**config.mk**
```make
export PLATFORM = sky130hd
export DESIGN_NAME = fir_filter_param_flat
export DESIGN_NICKNAME = d
export VERILOG_FILES = /design/src/rtl/fir_filter_param_if.sv /design/src/rtl/fir_filter_param.sv /design/src/flat_wrapper.sv
export SDC_FILE = /design/constraint.sdc
export NUM_CORES = 1
export LEC_CHECK = 0
export ABC_AREA = 1
export CAP_MARGIN = 10
export CORE_MARGIN = 2
export CORE_UTILIZATION = 42
export DETAILED_ROUTE_END_ITERATION = 8
export HOLD_SLACK_MARGIN = 0.05
export PLACE_DENSITY = 0.55
export SYNTH_ARGS = -nofsm -noshare
export SYNTH_HDL_FRONTEND = slang
export SYNTH_SLANG_ARGS = --single-unit
```
**constraint.sdc**
```tcl
create_clock -name clk -period 10.05 [get_ports clk]
set_input_delay 2.01 -clock clk [delete_from_list [all_inputs] [get_ports clk]]
set_output_delay 2.01 -clock clk [all_outputs]
set_load 0.03 [all_outputs]
```
**src/rtl/fir_filter_param_if.sv**
```systemverilog
// Host-side handshake bundle for fir_filter_param: request/data inputs from the
// sample source and result/status outputs towards the magnitude consumer.
interface fir_filter_param_if #(
    parameter int unsigned DATA_W  = 16,
    parameter int unsigned COEFF_W = 16
) ();
    logic signed [DATA_W-1:0]  sample_data;
    logic signed [COEFF_W-1:0] fir_coefficient;
    logic                      load_coeff;
    logic                      data_ready;
    logic                      modwait;
    logic [DATA_W-1:0]         fir_out;
    logic                      fir_neg;
    logic                      coeff_loaded;
    logic                      one_k_samples;
    logic                      err;

    // Host / sample source side
    modport master (
        output sample_data, fir_coefficient, load_coeff, data_ready,
        input  modwait, fir_out, fir_neg, coeff_loaded, one_k_samples, err
    );

    // Filter side
    modport slave (
        input  sample_data, fir_coefficient, load_coeff, data_ready,
        output modwait, fir_out, fir_neg, coeff_loaded, one_k_samples, err
    );
endinterface

```
**src/rtl/fir_filter_param.sv**
```systemverilog
// Sequential-MAC FIR filter: one multiplier-accumulator walks the taps for each
// accepted sample, then reports a saturated sign/magnitude result.
module fir_filter_param #(
    parameter int unsigned DATA_W           = 16,
    parameter int unsigned COEFF_W          = 16,
    parameter int unsigned NUM_TAPS         = 4,
    parameter int unsigned FRAC_BITS        = 15,
    parameter int unsigned SAMPLES_PER_FLAG = 1000
) (
    input logic              clk,
    input logic              reset,
    fir_filter_param_if.slave bus
);
    localparam int unsigned TAP_W  = $clog2(NUM_TAPS);
    localparam int unsigned PROD_W = DATA_W + COEFF_W;
    localparam int unsigned ACC_W  = PROD_W + TAP_W;
    localparam int unsigned CNT_W  = $clog2(SAMPLES_PER_FLAG + 1);

    localparam logic [TAP_W-1:0] LAST_TAP = TAP_W'(NUM_TAPS - 1);
    localparam logic [CNT_W-1:0] CNT_WRAP = CNT_W'(SAMPLES_PER_FLAG);

    typedef enum logic [2:0] {StIdle, StLoad, StShift, StMac, StDone} state_e;

    state_e                    state_q, state_d;
    logic signed [COEFF_W-1:0] coeff_q [NUM_TAPS];
    logic signed [COEFF_W-1:0] coeff_d [NUM_TAPS];
    logic signed [DATA_W-1:0]  x_q [NUM_TAPS];
    logic signed [DATA_W-1:0]  x_d [NUM_TAPS];
    logic signed [DATA_W-1:0]  sample_in_q, sample_in_d;
    logic signed [COEFF_W-1:0] coef_in_q, coef_in_d;
    logic signed [ACC_W-1:0]   acc_q, acc_d;
    logic [TAP_W-1:0]          ptr_q, ptr_d;
    logic [TAP_W-1:0]          tap_q, tap_d;
    logic [CNT_W-1:0]          cnt_q, cnt_d;
    logic [DATA_W-1:0]         fir_out_q, fir_out_d;
    logic                      fir_neg_q, fir_neg_d;
    logic                      coeff_loaded_q, coeff_loaded_d;
    logic                      one_k_q, one_k_d;
    logic                      err_q, err_d;

    logic signed [PROD_W-1:0]  x_ext, c_ext, prod;
    logic signed [ACC_W-1:0]   prod_ext;
    logic signed [ACC_W-1:0]   res;
    logic [ACC_W-1:0]          mag;
    logic                      sat;
    logic                      busy_req;

    // Datapath: current-tap product and scaled, saturated result of the accumulator
    always_comb begin
        x_ext    = {{COEFF_W{x_q[tap_q][DATA_W-1]}}, x_q[tap_q]};
        c_ext    = {{DATA_W{coeff_q[tap_q][COEFF_W-1]}}, coeff_q[tap_q]};
        prod     = x_ext * c_ext;
        prod_ext = {{TAP_W{prod[PROD_W-1]}}, prod};
        res      = acc_q >>> FRAC_BITS;
        // Unsigned view of -res is correct even for the most negative value
        mag      = res[ACC_W-1] ? -res : res;
        sat      = |mag[ACC_W-1:DATA_W];
        busy_req = (state_q != StIdle) && (bus.data_ready || bus.load_coeff);
    end

    // Next-state logic for the FSM, storage and outputs
    always_comb begin
        state_d        = state_q;
        coeff_d        = coeff_q;
        x_d            = x_q;
        sample_in_d    = sample_in_q;
        coef_in_d      = coef_in_q;
        acc_d          = acc_q;
        ptr_d          = ptr_q;
        tap_d          = tap_q;
        cnt_d          = cnt_q;
        fir_out_d      = fir_out_q;
        fir_neg_d      = fir_neg_q;
        coeff_loaded_d = coeff_loaded_q;
        one_k_d        = 1'b0;
        err_d          = err_q;

        case (state_q)
            StIdle: begin
                if (bus.load_coeff) begin
                    coef_in_d = bus.fir_coefficient;
                    state_d   = StLoad;
                    // Simultaneous sample request loses and is dropped
                    if (bus.data_ready) begin
                        err_d = 1'b1;
                    end
                end else if (bus.data_ready) begin
                    sample_in_d = bus.sample_data;
                    state_d     = StShift;
                end
            end
            StLoad: begin
                coeff_d[ptr_q] = coef_in_q;
                if (ptr_q == LAST_TAP) begin
                    ptr_d          = '0;
                    coeff_loaded_d = 1'b1;
                end else begin
                    ptr_d = ptr_q + TAP_W'(1);
                end
                state_d = StIdle;
            end
            StShift: begin
                for (int k = NUM_TAPS - 1; k > 0; k--) begin
                    x_d[k] = x_q[k-1];
                end
                x_d[0]  = sample_in_q;
                acc_d   = '0;
                tap_d   = '0;
                err_d   = 1'b0;
                state_d = StMac;
            end
            StMac: begin
                acc_d = acc_q + prod_ext;
                if (tap_q == LAST_TAP) begin
                    state_d = StDone;
                end else begin
                    tap_d = tap_q + TAP_W'(1);
                end
            end
            StDone: begin
                fir_neg_d = res[ACC_W-1];
                fir_out_d = sat ? {DATA_W{1'b1}} : mag[DATA_W-1:0];
                if (sat) begin
                    err_d = 1'b1;
                end
                if (cnt_q + CNT_W'(1) == CNT_WRAP) begin
                    cnt_d   = '0;
                    one_k_d = 1'b1;
                end else begin
                    cnt_d = cnt_q + CNT_W'(1);
                end
                state_d = StIdle;
            end
            default: state_d = StIdle;
        endcase

        // Requests while busy are ignored but flagged; a set beats the SHIFT clear
        if (busy_req) begin
            err_d = 1'b1;
        end
    end

    // State register with synchronous active-high reset
    always_ff @(posedge clk) begin
        if (reset) begin
            state_q        <= StIdle;
            for (int k = 0; k < NUM_TAPS; k++) begin
                coeff_q[k] <= '0;
                x_q[k]     <= '0;
            end
            sample_in_q    <= '0;
            coef_in_q      <= '0;
            acc_q          <= '0;
            ptr_q          <= '0;
            tap_q          <= '0;
            cnt_q          <= '0;
            fir_out_q      <= '0;
            fir_neg_q      <= 1'b0;
            coeff_loaded_q <= 1'b0;
            one_k_q        <= 1'b0;
            err_q          <= 1'b0;
        end else begin
            state_q        <= state_d;
            coeff_q        <= coeff_d;
            x_q            <= x_d;
            sample_in_q    <= sample_in_d;
            coef_in_q      <= coef_in_d;
            acc_q          <= acc_d;
            ptr_q          <= ptr_d;
            tap_q          <= tap_d;
            cnt_q          <= cnt_d;
            fir_out_q      <= fir_out_d;
            fir_neg_q      <= fir_neg_d;
            coeff_loaded_q <= coeff_loaded_d;
            one_k_q        <= one_k_d;
            err_q          <= err_d;
        end
    end

    assign bus.modwait       = (state_q != StIdle);
    assign bus.fir_out       = fir_out_q;
    assign bus.fir_neg       = fir_neg_q;
    assign bus.coeff_loaded  = coeff_loaded_q;
    assign bus.one_k_samples = one_k_q;
    assign bus.err           = err_q;
endmodule

```
**src/flat_wrapper.sv**
```systemverilog
// flat-port wrapper written by rule: the top's interface ports become plain ports
module fir_filter_param_flat 
#(
    parameter int unsigned DATA_W           = 16,
    parameter int unsigned COEFF_W          = 16,
    parameter int unsigned NUM_TAPS         = 4,
    parameter int unsigned FRAC_BITS        = 15,
    parameter int unsigned SAMPLES_PER_FLAG = 1000
)
  (clk, reset, bus_sample_data, bus_fir_coefficient, bus_load_coeff, bus_data_ready, bus_modwait, bus_fir_out, bus_fir_neg, bus_coeff_loaded, bus_one_k_samples, bus_err);
  fir_filter_param_if #(.DATA_W(DATA_W), .COEFF_W(COEFF_W)) bus_i ();
  input logic clk;
  input logic reset;
  input wire logic [$bits(bus_i.sample_data)-1:0] bus_sample_data;
  input wire logic [$bits(bus_i.fir_coefficient)-1:0] bus_fir_coefficient;
  input wire logic [$bits(bus_i.load_coeff)-1:0] bus_load_coeff;
  input wire logic [$bits(bus_i.data_ready)-1:0] bus_data_ready;
  output wire logic [$bits(bus_i.modwait)-1:0] bus_modwait;
  output wire logic [$bits(bus_i.fir_out)-1:0] bus_fir_out;
  output wire logic [$bits(bus_i.fir_neg)-1:0] bus_fir_neg;
  output wire logic [$bits(bus_i.coeff_loaded)-1:0] bus_coeff_loaded;
  output wire logic [$bits(bus_i.one_k_samples)-1:0] bus_one_k_samples;
  output wire logic [$bits(bus_i.err)-1:0] bus_err;
  assign bus_i.sample_data = bus_sample_data;
  assign bus_i.fir_coefficient = bus_fir_coefficient;
  assign bus_i.load_coeff = bus_load_coeff;
  assign bus_i.data_ready = bus_data_ready;
  assign bus_modwait = bus_i.modwait;
  assign bus_fir_out = bus_i.fir_out;
  assign bus_fir_neg = bus_i.fir_neg;
  assign bus_coeff_loaded = bus_i.coeff_loaded;
  assign bus_one_k_samples = bus_i.one_k_samples;
  assign bus_err = bus_i.err;
  fir_filter_param #(.DATA_W(DATA_W), .COEFF_W(COEFF_W), .NUM_TAPS(NUM_TAPS), .FRAC_BITS(FRAC_BITS), .SAMPLES_PER_FLAG(SAMPLES_PER_FLAG)) u_core (.clk(clk), .reset(reset), .bus(bus_i));
endmodule
```
==> results of run 1 <==
==> path summary, 6_finish.rpt <==
check                                                     end                    startpoint  slack (ns)
worst max-delay path            u_core.acc_q[31]$_SDFFE_PP0P_  u_core.tap_q[1]$_SDFFE_PP0P_        1.77
worst min-delay path              u_core.bus.err$_SDFFE_PP0P_   u_core.bus.err$_SDFFE_PP0P_        0.46
worst max register to register  u_core.acc_q[31]$_SDFFE_PP0P_  u_core.tap_q[1]$_SDFFE_PP0P_        1.77
worst min register to register    u_core.bus.err$_SDFFE_PP0P_   u_core.bus.err$_SDFFE_PP0P_        0.46
==> state kept, by name (all words and copies together), names as in the netlist <==
register / count
u_core.coeff_q: 64
u_core.x_q: 64
u_core.acc_q: 34
u_core.bus.fir_out: 16
u_core.coef_in_q: 16
u_core.sample_in_q: 16
u_core.cnt_q: 10
u_core.state_q: 3
u_core.ptr_q: 2
u_core.tap_q: 2
u_core.bus.coeff_loaded: 1
u_core.bus.err: 1
u_core.bus.fir_neg: 1
u_core.bus.one_k_samples: 1
==> kinds of logic after synthesis <==
group	after synthesis
AO/OA/AOI/OAI	478
XOR/XNOR	24
adder cells (fa/ha/maj)	414
buffers and inverters	612
flip-flops	231
AND/OR/NAND/NOR	980
==> layer usage <==
| layer | track usage | share of wire | vias to the layer above |
|---|---|---|---|
| li1 | - | - | 8416 |
| met4 | 0.0554 | 0.024 | 0 |
| met3 | 0.0384 | 0.055 | 77 |
| met1 | 0.307 | 0.45 | 8744 |
| met5 | 0 | 0 | - |
| met2 | 0.387 | 0.48 | 396 |
==> per-stage QoR <==
step	std cells	power, mW
after floorplan	2739	3.64
after global placement	3377	4.63
after detailed placement	3377	4.65
after CTS	3431	5.86
after global routing	3431	6.41
final	3431	5.79
==> placed cells by master, fill, tap and decap left out, types with 4 or more instances in the layout <==
cell type / count
inv_1: 476
nand2_1: 458
nor2_1: 407
fa_1: 305
dfxtp_1: 230
o21ai_0: 210
a21oi_1: 202
ha_1: 109
nand3_1: 55
clkdlybuf4s50_1: 55
clkbuf_16: 29
inv_2: 23
buf_4: 21
xor2_1: 18
a32oi_2: 14
a32oi_1: 13
nand4_1: 11
nor2_2: 8
nand2_2: 8
nand3_2: 8
o21bai_1: 8
o21ai_2: 8
a21o_1: 7
xnor2_1: 6
nand3b_1: 6
nor3_1: 6
bufinv_16: 6
clkinv_2: 6
clkbuf_8: 4
==> power breakdown <==
group / internal (mW) / switching, mW
registers: 0.997 / 0.0718
clock network: 0.718 / 0.456
logic: 1.21 / 2.34
==> worst reg2reg max path: stages, from the launching register on <==
cell and delay [ns]:
dfxtp_1 0.37, inv_2 0.67, a21oi_1 0.12, a32oi_1 0.87, inv_1 0.42, nor2_1 0.22, fa_1 0.57, fa_1 0.89
inv_1 0.12, fa_1 0.62, inv_1 0.15, fa_1 0.47, fa_1 0.52, inv_1 0.06, fa_1 0.47, inv_1 0.04
ha_1 0.39, nand2_1 0.13, nor2_1 0.25, nand2_1 0.14, nor3_1 0.16, nand2_1 0.18, nand2_1 0.10, nand2_1 0.05
nand3_1 0.07, a21oi_1 0.08
==> layout make-up <==
type / instances / area [um2]
well taps: 672 / 841
inverters: 501 / 1880
clock buffers: 34 / 785
fillers: 5092 / 26700
flip-flops and latches: 231 / 4630
multi-input cells: 1896 / 14400
clock inverters: 20 / 290
repair buffers: 77 / 713
==> reports/results.ini, run 1 <==
[sta]
min_period_over_period = 0.824
whs_ns = 0.465
worst_slack_ns = 1.77
slew_headroom = 0.210
fin_skew_ns = 0.0398
rsz0062_at_grt = false
timing.final.hold_violations = 0
setup_tns_ns = 0
tightest_slew_ns = 1.19
max_freq_mhz = 121
setup-violations-final = 0
period_needed_ns = 8.28
slew_viol_final = 0

[setup_path]
crit_family = adder cells
rr_worst_depth = 25
worst-path-max-fanout = 41
start_kind = flop
crit_type = reg -> reg
path_buf_inv = 6
cp_num_cells = 25
worstPathArrival_ns = 8.74
cpMostUsedCell = fa_1
cp-end-kind = flop
cp_slowest_stage_delay_ns = 0.89
critPathRequiredTime_ns = 10.50
slowest_stage = fa_1

[detailed_routing]
drc_errors = 0
vias_per_cell = 5.14
dr.pass1.iters = 6
wl_um = 59000
via_count = 17600
wl_per_cell_um = 17.2
drtIter0Drc = 1281
ant_nets = 0

[floorplanning]
initial_core_util = 0.426
dieArea_um2 = 52900
fp.dieW_um = 230
die_h_um = 230
coreArea_um2 = 50300
io_pins = 57
rows = 82

[grt]
grt_pass1_wl_um = 96900
antenna_found_initial = 0
grt_overflow = 0
track_usage = 0.229
grt_start_max_net_pins = 138
grt_pass1_vias = 18100

[synthesis]
synth_largest_area_cell = fa_1
synth_top_family_by_area = adder cells
synth_simple_gate_area_share = 0.184
ys_seq_area_frac = 0.216
syn_avg_cell_area_um2 = 7.83
ys_async_sr_fraction = 0
ys_ff_latch = 231
synth_area_leaders = fa_1, dfxtp_1, inv_1
yosys_warnings = 0
synth_top_area_frac = 0.285
synth_fa_ha_area_frac = 0.349
yosys-top-cells-count = inv_1, nand2_1, nor2_1
netlist_area_um2 = 21400
synth_edf_count = 0
synth_most_common_cell = inv_1
yosys.area_share.xor_xnor = 0.00981
synth_cells = 2739
syn_nets = 3189
muxShareOfSynthArea = 0
synth-compound-area-share = 0.129
synth_cell_types = 46
synthFlopType = dfxtp_1

[clocking]
htreeDepth = 1
path_clk_slew_ns = 0.06
cts-buffers-inserted = 29
cts-resized-gates = 0
clockBufferDepth = 3
clk_latency_ns = 0.61
cts_tree = built
cts-root-buf = clkbuf_16
postCtsSetupBuffers = 0
clock-sinks = 231
cts_hold_buf = 0

[placement]
dp_hpwl_um = 46000
placed_area_um2 = 22500
portBuffers = 56
gp_congestion = 0.943
pre_cts_ws_ns = 1.89

[hold_path]
min_path_type = reg -> reg
hold_path_depth = 2

[layout]
finalInstanceArea_um2 = 23500
final_util = 0.468
fin_nets = 3186
antenna_cells = 0
drive_gt1_frac = 0.0573
area_delta_synth_final_pct = 9.86

[power]
leakagePower_nw = 11.5
p_per_area_nw_per_um2 = 246
ir_drop_mv = 0.188

[flow_run]
drv_cap = 0

[run_status]
status = completed

No activity file was read; power rests on OpenSTA's default activity.
==> inputs of run 2 (changes only) <==
==> constraint.sdc (replaced) <==
create_clock -name clk -period 7.9 [get_ports clk]
set_input_delay 1.58 -clock clk [delete_from_list [all_inputs] [get_ports clk]]
set_output_delay 1.58 -clock clk [all_outputs]
set_load 0.03 [all_outputs]
==> reports/results.ini, run 2 (same netlist as run 1, synthesis figures left out) <==
[power]
power_frac_clock = 0.192  ; was 0.203
p_sw_frac = 0.496  ; was 0.495
combPwrFrac = 0.623  ; was 0.612
p_total_mw = 7.33  ; was 5.79 mW
p_sw_mw = 3.64  ; was 2.86 mW
leakagePower_nw = 11.6  ; was 11.5 nW
ir_drop_mv = 0.244  ; was 0.188 mV
p_per_area_nw_per_um2 = 310  ; was 246 nW/um2
p_int_mw = 3.69  ; was 2.92 mW
seq_power_share = 0.185  ; about the same

[grt]
grt_start_max_net_pins = 101  ; was 138
grt_pass1_vias = 18300  ; was 18100
grt_pass1_wl_um = 98300  ; was 96900 um
antenna_found_initial = 0  ; unchanged
grt_overflow = 0  ; unchanged
track_usage = 0.233  ; was 0.229

[layout]
final_cell_mix = inv_1, nand2_1, nor2_1  ; unchanged
nFillCells = 5077  ; was 5092
final_cells = 3452  ; was 3431
reg_top3 = u_core.coeff_q: 64 flops, u_core.x_q: 64 flops, u_core.acc_q: 34 flops  ; unchanged
fin_nets = 3207  ; was 3186
final_util = 0.471  ; was 0.468
mostFrequentLayoutCell = inv_1  ; unchanged
area_delta_synth_final_pct = 10.4  ; was 9.86%
drive_gt1_frac = 0.0633  ; was 0.0573
antenna_cells = 0  ; unchanged

[floorplanning]
io_pins = 57  ; unchanged
coreArea_um2 = 50300  ; unchanged
fp.dieW_um = 230  ; unchanged
dieArea_um2 = 52900  ; unchanged
die_h_um = 230  ; unchanged
rows = 82  ; unchanged
initial_core_util = 0.426  ; unchanged

[detailed_routing]
dr.pass1.iters = 5  ; was 6
wl_um = 59700  ; was 59000 um
via_count = 17700  ; was 17600
drtIter0Drc = 1107  ; was 1281
ant_nets = 0  ; unchanged
vias_per_cell = 5.12  ; was 5.14
drc_errors = 0  ; unchanged
wl_per_cell_um = 17.3  ; was 17.2 um

[clocking]
cts-resized-gates = 0  ; unchanged
clk_latency_ns = 0.58  ; was 0.61 ns
cts-root-buf = clkbuf_16  ; unchanged
clockBufferDepth = 3  ; unchanged
cts_tree = built  ; unchanged
cts_hold_buf = 0  ; unchanged
htreeDepth = 1  ; unchanged
cts-buffers-inserted = 29  ; unchanged
path_clk_slew_ns = 0.06  ; about the same
clock-sinks = 231  ; unchanged
postCtsSetupBuffers = 0  ; unchanged

[setup_path]
worstPathArrival_ns = 7.77  ; was 8.74 ns
critPathRequiredTime_ns = 8.33  ; was 10.50 ns
rr_worst_depth = 26  ; was 25
slowest_stage = fa_1  ; unchanged
start_kind = flop  ; unchanged
rrSetupSlack_ns = 0.56  ; was 1.77 ns
cp_slowest_stage_delay_ns = 0.63  ; was 0.89 ns
worst-path-max-fanout = 35  ; was 41
cp-end-kind = flop  ; unchanged
cpMostUsedCell = fa_1  ; unchanged
crit_type = reg -> reg  ; unchanged

[sta]
whs_ns = 0.471  ; was 0.465 ns
setup-violations-final = 0  ; unchanged
min_period_over_period = 0.929  ; was 0.824
fin_skew_ns = 0.0260  ; was 0.0398 ns
rsz0062_at_grt = false  ; unchanged
max_freq_mhz = 136  ; was 121 MHz
timing.final.hold_violations = 0  ; unchanged
slew_viol_final = 0  ; unchanged
period_needed_ns = 7.34  ; was 8.28 ns
setup_tns_ns = 0  ; unchanged
slew_headroom = 0.235  ; was 0.210
tightest_slew_ns = 1.15  ; was 1.19 ns

[placement]
gp_congestion = 0.912  ; was 0.943
portBuffers = 56  ; unchanged
dp_hpwl_um = 46300  ; was 46000 um
dp_cells = 3398  ; was 3377

[run_status]
status = completed  ; unchanged

[flow_run]
drv_cap = 0  ; unchanged

[hold_path]
min_path_type = reg -> reg  ; unchanged
hold_path_depth = 2  ; unchanged

==> run 2: path summary, 6_finish.rpt <==
| kind | startpoint | end |
|---|---|---|
| min reg2reg | u_core.acc_q[0]$_SDFFE_PP0P_ | u_core.acc_q[0]$_SDFFE_PP0P_ |
| min | u_core.acc_q[0]$_SDFFE_PP0P_ | u_core.acc_q[0]$_SDFFE_PP0P_ |
| max reg2reg | u_core.tap_q[1]$_SDFFE_PP0P_ | u_core.acc_q[25]$_SDFFE_PP0P_ |
| max | u_core.tap_q[1]$_SDFFE_PP0P_ | u_core.acc_q[25]$_SDFFE_PP0P_ |
==> run 2: power groups by stage <==
| stage | clock [mW] | combinational, mW | sequential (mW) |
|---|---|---|---|
| after detailed placement | 0 | 4.57 | 1.38 |
| after CTS | 1.44 | 4.61 | 1.36 |
| after floorplan | 0 | 3.29 | 1.34 |
| final | 1.41 | 4.57 | 1.36 |
| after global routing | 1.48 | 5.28 | 1.37 |
| after global placement | 0 | 4.59 | 1.38 |
==> run 2: per-stage QoR <==
step	worst slack, ns	instance area [um2]
3_3_place_gp	0.628	22700
2_1_floorplan	1.67	21400
4_1_cts	0.588	23700
3_5_place_dp	0.609	22700
6_report	0.562	23700
5_1_grt	0.00945	23700
==> run 2: area by class of cell <==
cell class | instances | area, um2 | area share
Clock inverter | 17 | 209 | 0.00883
Clock buffer | 37 | 796 | 0.0336
Tap cell | 672 | 841 | 0.0355
Timing Repair Buffer | 98 | 900 | 0.0380
Sequential cell | 231 | 4630 | 0.195
Multi-Input combinational cell | 1896 | 14400 | 0.609
Inverter | 501 | 1880 | 0.0796
==> run 2: worst max-delay path: cells and delay by family (launching register included) <==
kind	cells	cell delay [ns]
AO/OA/AOI/OAI	3	0.40
adder cells (fa/ha/maj)	7	3.51
buffers and inverters	8	1.32
flip-flops	1	0.36
AND/OR/NAND/NOR	8	1.55
==> run 2: metal layers <==
metal  routed length, um  share of wire  vias up  global-route usage
met4                1300          0.022        0              0.0504
li1                    -              -     8470                   -
met2               28200           0.47      406               0.391
met5                   0              0        -                   0
met1               27300           0.46     8719               0.322
met3                2860          0.048       67              0.0279
==> inputs of run 3 (changes only) <==
--- a/config.mk
+++ b/config.mk
@@ -12,6 +12,8 @@
 export DETAILED_ROUTE_END_ITERATION = 8
 export HOLD_SLACK_MARGIN = 0.05
 export PLACE_DENSITY = 0.55
+export SKIP_LAST_GASP = 1
+export SLEW_MARGIN = 20
 export SYNTH_ARGS = -nofsm -noshare
 export SYNTH_HDL_FRONTEND = slang
 export SYNTH_SLANG_ARGS = --single-unit
==> reports/results.ini, run 3 (same netlist as run 1, synthesis figures left out) <==
[power]
p_int_mw = 3.69  ; about the same
leakagePower_nw = 11.6  ; unchanged
ir_drop_mv = 0.244  ; about the same
power_frac_clock = 0.192  ; about the same
p_per_area_nw_per_um2 = 310  ; about the same
p_sw_mw = 3.64  ; about the same
combPwrFrac = 0.623  ; about the same
p_sw_frac = 0.496  ; about the same
seq_power_share = 0.185  ; about the same

[setup_path]
cp_num_cells = 26  ; unchanged
start_kind = flop  ; unchanged
cpMostUsedCell = fa_1  ; unchanged
crit_family = adder cells  ; unchanged
path_buf_inv = 8  ; unchanged
worst-path-max-fanout = 35  ; unchanged
slowest_stage = fa_1  ; unchanged
critPathRequiredTime_ns = 8.33  ; about the same
cp-end-kind = flop  ; unchanged
crit_type = reg -> reg  ; unchanged
cp_slowest_stage_delay_ns = 0.63  ; about the same
worstPathArrival_ns = 7.77  ; about the same
rr_worst_depth = 26  ; unchanged

[flow_run]
drv_cap = 0  ; unchanged

[layout]
drive_gt1_frac = 0.0633  ; unchanged
antenna_cells = 0  ; unchanged
final_cell_mix = inv_1, nand2_1, nor2_1  ; unchanged
finalInstanceArea_um2 = 23700  ; about the same
fin_nets = 3207  ; unchanged
mostFrequentLayoutCell = inv_1  ; unchanged
reg_top3 = u_core.coeff_q: 64 flops, u_core.x_q: 64 flops, u_core.acc_q: 34 flops  ; unchanged
area_delta_synth_final_pct = 10.4  ; about the same

[sta]
min_period_over_period = 0.929  ; about the same
fin_skew_ns = 0.0261  ; was 0.0260 ns
worst_slack_ns = 0.561  ; was 0.562 ns
setup_tns_ns = 0  ; unchanged
slew_headroom = 0.286  ; was 0.235
period_needed_ns = 7.34  ; about the same
timing.final.hold_violations = 0  ; unchanged
setup-violations-final = 0  ; unchanged
rsz0062_at_grt = false  ; unchanged
max_freq_mhz = 136  ; about the same
tightest_slew_ns = 1.07  ; was 1.15 ns
slew_viol_final = 0  ; unchanged

[clocking]
path_clk_slew_ns = 0.06  ; about the same
clock-sinks = 231  ; unchanged
cts-root-buf = clkbuf_16  ; unchanged
htreeDepth = 1  ; unchanged
clk_latency_ns = 0.58  ; about the same
cts_hold_buf = 0  ; unchanged
cts-buffers-inserted = 29  ; unchanged
cts_tree = built  ; unchanged
clockBufferDepth = 3  ; unchanged

[placement]
placed_area_um2 = 22700  ; unchanged
gp_congestion = 0.912  ; unchanged
portBuffers = 56  ; unchanged
pre_cts_ws_ns = 0.609  ; unchanged
dp_hpwl_um = 46300  ; unchanged

[detailed_routing]
wl_um = 59600  ; was 59700 um
dr.pass1.iters = 5  ; unchanged
vias_per_cell = 5.12  ; about the same
drc_errors = 0  ; unchanged
ant_nets = 0  ; unchanged
drtIter0Drc = 1107  ; unchanged
wl_per_cell_um = 17.3  ; about the same
via_count = 17700  ; about the same

[hold_path]
min_path_type = reg -> reg  ; unchanged
hold_path_depth = 2  ; unchanged

[grt]
top_usage_layer = met2  ; unchanged
use_met2 = 0.391  ; unchanged
track_usage = 0.233  ; unchanged
grt_pass1_vias = 18300  ; unchanged
grt_overflow = 0  ; unchanged
grt_use_met1 = 0.322  ; unchanged
antenna_found_initial = 0  ; unchanged
grt_pass1_wl_um = 98300  ; unchanged
use_met3 = 0.0279  ; unchanged
grt_start_max_net_pins = 101  ; unchanged

[floorplanning]
io_pins = 57  ; unchanged
dieArea_um2 = 52900  ; unchanged
coreArea_um2 = 50300  ; unchanged
die_h_um = 230  ; unchanged
rows = 82  ; unchanged
initial_core_util = 0.426  ; unchanged
fp.dieW_um = 230  ; unchanged

[run_status]
status = completed  ; unchanged

run 3: through the flow:
stage / instances / hold WS, ns / power (mW) / utilization
global placement: 3398 / 0.457 / 5.97 / 0.451
finish: 3452 / 0.471 / 7.33 / 0.471
global route: 3452 / 0.501 / 8.13 / 0.471
detailed placement: 3398 / 0.464 / 5.95 / 0.451
floorplan: 2739 / 0.444 / 4.63 / -
CTS: 3452 / 0.477 / 7.41 / 0.471
run 3: worst paths after layout:
path,from,end,slack (ns)
worst min-delay path,u_core.acc_q[0]$_SDFFE_PP0P_,u_core.acc_q[0]$_SDFFE_PP0P_,0.47
worst max register to register,u_core.tap_q[1]$_SDFFE_PP0P_,u_core.acc_q[25]$_SDFFE_PP0P_,0.56
worst max-delay path,u_core.tap_q[1]$_SDFFE_PP0P_,u_core.acc_q[25]$_SDFFE_PP0P_,0.56
worst min register to register,u_core.acc_q[0]$_SDFFE_PP0P_,u_core.acc_q[0]$_SDFFE_PP0P_,0.47
run 3: metal layers:
metal  vias to the layer above  wire length, um
met5                         -                0
met4                         0             1300
met3                        67             2840
met2                       412            28200
met1                      8723            27300
li1                       8471                -
run 3: final cells by class:
cell class                      instances  area (um2)
Timing Repair Buffer                   98         900
Clock inverter                         17         209
Fill cell                            5077       26600
Tap cell                              672         841
Clock buffer                           37         796
Multi-Input combinational cell       1896       14400
Inverter                              501        1880
Sequential cell                       231        4630
run 3: repair_timing:
item,CTS,global route
buffers inserted,0,0
resized for setup,0,1
endpoints found under the setup margin,0,1
run 3: worst reg2reg max path, delay by kind of cell, from the launching register on:
kind            cells  cell delay, ns
buf+inv             8            1.33
compound gates      3            0.43
fa+ha+maj           7            3.51
flops               1            0.36
simple gates        8            1.57
run 3: power groups by stage:
| stage | Combinational [mW] | Sequential [mW] | Clock (mW) |
|---|---|---|---|
| after floorplan | 3.29 | 1.34 | 0 |
| after global placement | 4.59 | 1.38 | 0 |
| after detailed placement | 4.57 | 1.38 | 0 |
| after CTS | 4.61 | 1.36 | 1.44 |
| after global routing | 5.28 | 1.37 | 1.48 |
| final | 4.57 | 1.36 | 1.40 |
